File: config.mk
export PLATFORM = sky130hd
export DESIGN_NAME = alu_arbiter
export DESIGN_NICKNAME = d
export VERILOG_FILES = /design/src/rtl/alu_arbiter.sv
export SDC_FILE = /design/constraint.sdc
export NUM_CORES = 1
export LEC_CHECK = 0
export BUFFER_PORTS_ARGS = -buffer_cell sky130_fd_sc_hd__buf_2
export CAP_MARGIN = 20
export CORE_ASPECT_RATIO = 0.7
export CORE_MARGIN = 2
export CORE_UTILIZATION = 43
export DETAILED_ROUTE_END_ITERATION = 6
export GPL_TIMING_DRIVEN = 0
export PLACE_DENSITY = 0.79
export SETUP_SLACK_MARGIN = 0.5
export SLEW_MARGIN = 20
export SYNTH_ARGS = -nofsm -noshare
export SYNTH_HDL_FRONTEND = slang
export SYNTH_SLANG_ARGS = --single-unit
File: constraint.sdc
create_clock -name clk -period 1.6 [get_ports clk]
set_clock_uncertainty 0.2 [all_clocks]
set_input_delay 0.08 -clock clk [delete_from_list [all_inputs] [get_ports clk]]
set_output_delay 0.08 -clock clk [all_outputs]
set_load 0.05 [all_outputs]
File: src/rtl/alu_arbiter.sv
// Round-robin front end that shares one external combinational ALU between two requesters.
// Operands are registered on the way into the ALU and result/flags on the way out.
module alu_arbiter #(
    parameter int W  = 5,
    parameter int FW = 4
) (
    input  logic            clk,
    input  logic            reset,
    input  logic [1:0]      req_valid,
    output logic [1:0]      req_ready,
    input  logic [2*W-1:0]  req_a,
    input  logic [2*W-1:0]  req_b,
    input  logic [3:0]      req_bshift,
    input  logic [1:0]      req_lorr,
    input  logic [5:0]      req_ctrl,
    output logic [W-1:0]    alu_a,
    output logic [W-1:0]    alu_b,
    output logic [1:0]      alu_bshift,
    output logic            alu_lorr,
    output logic [2:0]      alu_ALUControl,
    input  logic [W-1:0]    alu_Result,
    input  logic [FW-1:0]   alu_ALUFlag,
    output logic            rsp_valid,
    input  logic            rsp_ready,
    output logic            rsp_id,
    output logic [W-1:0]    rsp_result,
    output logic [FW-1:0]   rsp_flags,
    output logic            busy
);

    typedef enum logic [1:0] {IDLE, EXEC, HOLD} state_t;

    state_t          state_q;
    logic            last_q;
    logic [W-1:0]    alu_a_q;
    logic [W-1:0]    alu_b_q;
    logic [1:0]      alu_bshift_q;
    logic            alu_lorr_q;
    logic [2:0]      alu_ctrl_q;
    logic            rsp_valid_q;
    logic            rsp_id_q;
    logic [W-1:0]    rsp_result_q;
    logic [FW-1:0]   rsp_flags_q;

    logic            any_vld;
    logic            win_d;
    logic [W-1:0]    sel_a_d;
    logic [W-1:0]    sel_b_d;
    logic [1:0]      sel_bshift_d;
    logic            sel_lorr_d;
    logic [2:0]      sel_ctrl_d;

    // With both valid, the requester that did not win last time goes first.
    always_comb begin
        any_vld      = |req_valid;
        win_d        = req_valid[1] & (~req_valid[0] | ~last_q);
        req_ready    = 2'b00;
        if (state_q == IDLE && any_vld) begin
            req_ready = win_d ? 2'b10 : 2'b01;
        end
        sel_a_d      = win_d ? req_a[2*W-1:W] : req_a[W-1:0];
        sel_b_d      = win_d ? req_b[2*W-1:W] : req_b[W-1:0];
        sel_bshift_d = win_d ? req_bshift[3:2] : req_bshift[1:0];
        sel_lorr_d   = win_d ? req_lorr[1]     : req_lorr[0];
        sel_ctrl_d   = win_d ? req_ctrl[5:3]   : req_ctrl[2:0];
    end

    always_ff @(posedge clk) begin
        if (reset) begin
            state_q      <= IDLE;
            last_q       <= 1'b1;
            alu_a_q      <= '0;
            alu_b_q      <= '0;
            alu_bshift_q <= '0;
            alu_lorr_q   <= 1'b0;
            alu_ctrl_q   <= '0;
            rsp_valid_q  <= 1'b0;
            rsp_id_q     <= 1'b0;
            rsp_result_q <= '0;
            rsp_flags_q  <= '0;
        end else begin
            case (state_q)
                IDLE: begin
                    // Operand stage: alu_* keep the previous command until the next accept.
                    if (any_vld) begin
                        alu_a_q      <= sel_a_d;
                        alu_b_q      <= sel_b_d;
                        alu_bshift_q <= sel_bshift_d;
                        alu_lorr_q   <= sel_lorr_d;
                        alu_ctrl_q   <= sel_ctrl_d;
                        last_q       <= win_d;
                        rsp_id_q     <= win_d;
                        state_q      <= EXEC;
                    end
                end
                EXEC: begin
                    // Result stage: capture what the ALU settled to during this cycle.
                    rsp_result_q <= alu_Result;
                    rsp_flags_q  <= alu_ALUFlag;
                    rsp_valid_q  <= 1'b1;
                    state_q      <= HOLD;
                end
                HOLD: begin
                    if (rsp_ready) begin
                        rsp_valid_q <= 1'b0;
                        state_q     <= IDLE;
                    end
                end
                default: state_q <= IDLE;
            endcase
        end
    end

    assign alu_a          = alu_a_q;
    assign alu_b          = alu_b_q;
    assign alu_bshift     = alu_bshift_q;
    assign alu_lorr       = alu_lorr_q;
    assign alu_ALUControl = alu_ctrl_q;
    assign rsp_valid      = rsp_valid_q;
    assign rsp_id         = rsp_id_q;
    assign rsp_result     = rsp_result_q;
    assign rsp_flags      = rsp_flags_q;
    assign busy           = (state_q != IDLE);

endmodule

# ---- After elaboration in Yosys (flattened, before gate mapping)
# Cells that the tools add are included.
dict set report word_totals {
  inputBits 46
  output_inout_bits 30
  ff_bits 30
  elab_cells 39
}
dict set report op_classes {
  n_eq_ne 4
  n_reduce_logical 8
  bitwise 4
  n_mux 12
}
# op count
set op_table {}
lappend op_table {{2-bit 2-to-1 mux} 5}
lappend op_table {{5-bit 2-to-1 mux} 2}
lappend op_table {{2-bit case mux with 3 select lines} 1}
lappend op_table {{2-bit AND reduction} 3}
lappend op_table {{2-bit inequality test (second input constant)} 2}
lappend op_table {{2-bit nonzero test} 2}
lappend op_table {{3-bit 2-to-1 mux} 1}
lappend op_table {{2-bit by 1-bit equality test with 1-bit output (second input constant)} 1}
lappend op_table {{2-bit equality test (second input constant)} 1}
lappend op_table {{2-bit logical NOT} 1}
lappend op_table {{1-bit 2-to-1 mux} 2}
lappend op_table {{1-bit NOT} 2}
lappend op_table {{1-bit case mux with 2 select lines} 1}
lappend op_table {{2-bit OR reduction} 1}
lappend op_table {{1-bit AND} 1}
lappend op_table {{1-bit logical AND} 1}
lappend op_table {{1-bit bitwise OR} 1}

# ---- Logic depth before layout (Yosys ltp)
dict set report logic_depth {
  word_depth 5
  mapped_depth 5
  ltp_nobuf 4
}

# ---- Least setup slack after synthesis
# OpenSTA, ideal clock, no wires.
dict set report synth_path {
  kind {flip-flop to flip-flop}
  from {register state_q[0]}
  to {register last_q}
  synth_period_minus_slack_ns 1.563
  setup_slack_ns 0.037
  required_time_ns 1.280
  setup_time_ns 0.120
  path_stages_with_launch 6
  arrival_time_ns 1.244
  n_path_buf 1
  cell_sequence {dfxtp_1 nor2_2 buf_4 nand2_1 inv_1 a211o_1}
}
dict set report synth_via {
  elab_chain_cells 2
}
# element line_no
set synth_lines {}
lappend synth_lines {{from (decl)} 33} ;# state_t state_q;
lappend synth_lines {{from (signal assigned)} 70} ;# state_q <= IDLE;
lappend synth_lines {{from (signal assigned)} 93} ;# state_q <= EXEC;
lappend synth_lines {{from (signal assigned)} 101} ;# state_q <= HOLD;
lappend synth_lines {{2-bit logical NOT} 82} ;# case (state_q)
lappend synth_lines {{2-bit AND reduction (no line)} --}
lappend synth_lines {{to (signal assigned)} 91} ;# last_q <= win_d;
lappend synth_lines {{to (decl)} 34} ;# logic last_q;
# No other way between the ends.
# A chain may end at the register's enable or synchronous reset.

# ---- Worst setup path after layout
dict set report layout_path {
  from {register state_q[0]}
  to {register alu_ctrl_q[2], in the netlist alu_ALUControl[2]}
}
dict set report layout_via {
  elab_chain_cells 2
}
# element line_no
set layout_lines {}
lappend layout_lines {{2-bit logical NOT} 82}
lappend layout_lines {{2-bit AND reduction (no line)} --}
lappend layout_lines {{to (signal assigned)} 90} ;# alu_ctrl_q <= sel_ctrl_d;
lappend layout_lines {{to (decl)} 39} ;# logic [2:0] alu_ctrl_q;
# No other way between the ends.

==> key figures <==
Timing
  • Max Slew Vio Count: 0
  • Final worst slack: -0.0383 ns
  • Final Cycle Share: 102%
  • Final setup viols: 2
  • Final Hold Fails: 0
  • Fmax: 610 MHz
  • Least-Margin Pin Slew: 0.543 ns
  • Max transition margin: 63.8%
  • Post-Route Setup TNS: -0.0578 ns
  • Final Critical Period: 1.64 ns
  • RSZ-0062 raised after global routing: true

Clock tree
  • Depth of the CTS H-tree: 2
  • Worst-path clk slew: 0.07 ns
  • Root Buffer: clkbuf_8
  • CTS Sinks: 30
  • Clock tree buffer depth: 2
  • Clk_lat worst skew: 0.29 ns
  • CTS buffer count: 5
  • TritonCTS clock tree: built

Floorplanning
  • Die ar.: 3530 µm²
  • Total core area: 2860 µm²
  • Die H: 50.3 µm
  • Std cell rows: 16
  • # IOs: 76
  • Initial Util: 46.0%
  • Die width: 70.1 µm

GRT
  • Pin count of the biggest net entering global routing: 11
  • GRT Total Usage: 34.2%
  • Grt ovf: 0
  • Number of antenna violations at the first check in global routing: 2
  • Global-route wire length before repair: 9040 µm
  • Vias in the first global route: 1900

Placement
  • Port bufs: 74
  • Gpl congestion: 0.708
  • Placed Cells: 266
  • Final HPWL DP: 2550 µm
  • Cell Area, Placed: 1790 µm²

Worst setup path
  • Cell mode on critical path: buf_6
  • Critical path class: flip-flop to flip-flop
  • Crit-path max cell delay: 0.36 ns
  • CP max stage cell: dfxtp_4
  • Critical Path, Cell by Cell: buf_4, nor3b_4, buf_6, buf_6, nand3_2, a31oi_1
  • CP startpoint kind: flip-flop
  • Reg2reg start: state_q[0]$_SDFFE_PP0P_
  • Critical Path Start: state_q[0]$_SDFFE_PP0P_
  • Buf/Inv on CP: 3
  • Crit path max-delay family: buffers and inverters
  • CP max FO: 5
  • CP Data Required Time: 1.57 ns
  • CP Capture Type: flip-flop
  • Arrival @ worst endpoint: 1.61 ns

Detailed routing
  • Via density per instance: 6.36
  • Number of remaining DRC errors: 0
  • Wire per inst: 24.4 µm
  • Via count: 2125
  • Final wirelength: 8140 µm
  • Pre-antenna DRT Iters: 6
  • Initial detailed-routing violation count: 215
  • Detail Route Antenna Nets: 0

Finish
  • Leading cell type in the layout, fill and taps excluded: buf_2
  • Post-Layout Inst Area: 2760 µm²
  • Finished Layout Cells: 334
  • Most frequent cells in the layout: 44 x buf_2, 43 x dlygate4sd3_1, 33 x buf_6, 29 x nand3_1, 25 x dfxtp_2
  • Core Util, Final: 96.2%
  • Fillers: 62
  • Layout cell share with drive strength beyond 1: 51.5%
  • Final net count: 342
  • Synth-to-Final Area Change: 109%

Run
  • Max_cap viols: 0

Power
  • Cell Pwr Density: 972 nW/µm²
  • VDD IR max: 0.745 mV
  • Pwr Total: 2680 µW
  • P_leak: 0.00118 µW

Synth
  • Area of the mapped netlist: 1320 µm²
  • Synth area leaders: dfxtp_1 46%, nand3_1 11%, a31oi_1 7.6%
  • Number of flops mapped to enable cells by yosys: 0
  • Synth Register Bits: 30
  • Syn_area_per_cell: 8.44 µm²
  • Post-synthesis sequential area ratio: 45.6%
  • Synth warn: 0
  • Synth cell types: 24
  • Prevailing post-synth register cell: dfxtp_1
  • Top cell type's share of synthesized area: 45.6%
  • Post-synthesis cell count: 156
  • Async SR Flop Fraction: 0%
  • Area leader, netlist: dfxtp_1
  • Synthesized Nets: 202

Hold path
  • Hold path start: req_valid[1]
  • Worst hold path class: input pin to flip-flop

Run status
  • Violated checks: negative setup slack
  • Status: finished, violations left
==> stage by stage <==
step | hold slack, ns | setup slack, ns
floorplan | 0.0133 | 0.158
global placement | 0.117 | 0.0818
detailed placement | 0.120 | 0.0834
CTS | -0.0558 | 0.0601
global route | 0.0934 | -0.0558
finish | 0.0638 | -0.0383
==> flip-flops by register name, indices dropped and copies added, names as in the netlist, 2 cells and up <==
signal	count
alu_ALUControl	3
alu_bshift	2
alu_b	5
alu_a	5
rsp_result	5
state_q	2
rsp_flags	4
==> cell usage after synthesis (2+ instances only) <==
cell type,number
nor2_2,2
clkbuf_1,3
nand3_1,30
nand2b_1,2
buf_2,2
nand2_1,20
nor2b_1,2
clkbuf_8,3
dfxtp_1,30
nand3_2,2
buf_6,3
buf_4,2
a21oi_1,12
a31oi_1,16
o21ai_0,18
==> report_power, final <==
part | switching (µW) | total, µW | internal [µW]
Sequential | 66.6 | 893 | 826
Clock | 310 | 745 | 434
Combinational | 590 | 1040 | 451
Total | 967 | 2680 | 1710
==> repair_timing <==
action	CTS	global route
hold buffers	43	0
endpoints found under the hold margin	29	0
gates cloned	3	0
endpoints found under the setup margin	59	59
gates resized for setup	61	50
pin swaps	2	1
setup buffers	9	4
==> kinds of logic after synthesis <==
family	after synthesis	synth area share (%)
flops	30	45.6
simple gates	63	24.8
buf+inv	15	9.03
compound gates	48	20.5
==> worst reg2reg max path, stage by stage (launching register included) <==
cell and delay, ns:
dfxtp_4 0.36, buf_4 0.17, nor3b_4 0.18, buf_6 0.16, buf_6 0.13, nand3_2 0.08, a31oi_1 0.25
==> final timing paths <==
check,cells past startpoint,slack [ns],end
max,6,-0.04,alu_ALUControl[2]$_SDFFE_PP0P_
min,3,0.06,state_q[0]$_SDFFE_PP0P_
min reg2reg,2,0.28,rsp_id$_SDFFE_PP0P_
max reg2reg,6,-0.04,alu_ALUControl[2]$_SDFFE_PP0P_
==> layout make-up <==
class,instances,area [µm²],area share [%]
antenna,1,2.50,0.0908
buffer,13,143,5.18
clock buffer,8,110,4.00
inverter,2,13.8,0.500
multi-input combinational,111,654,23.8
sequential,30,643,23.3
tap,36,45.0,1.63
timing repair buffer,133,1140,41.5
==> routing by layer <==
metal  share of wire (%)  routed length [µm]  up-vias  GRT usage [%]
li1                    -                   -      836              -
met1                  33                2670      955           36.6
met2                  45                3680      245           60.0
met3                  12                 962       89           9.84
met4                  10                 836        0           21.8
met5                   0                   0        -              0
Power figures use the tool's default switching activity.
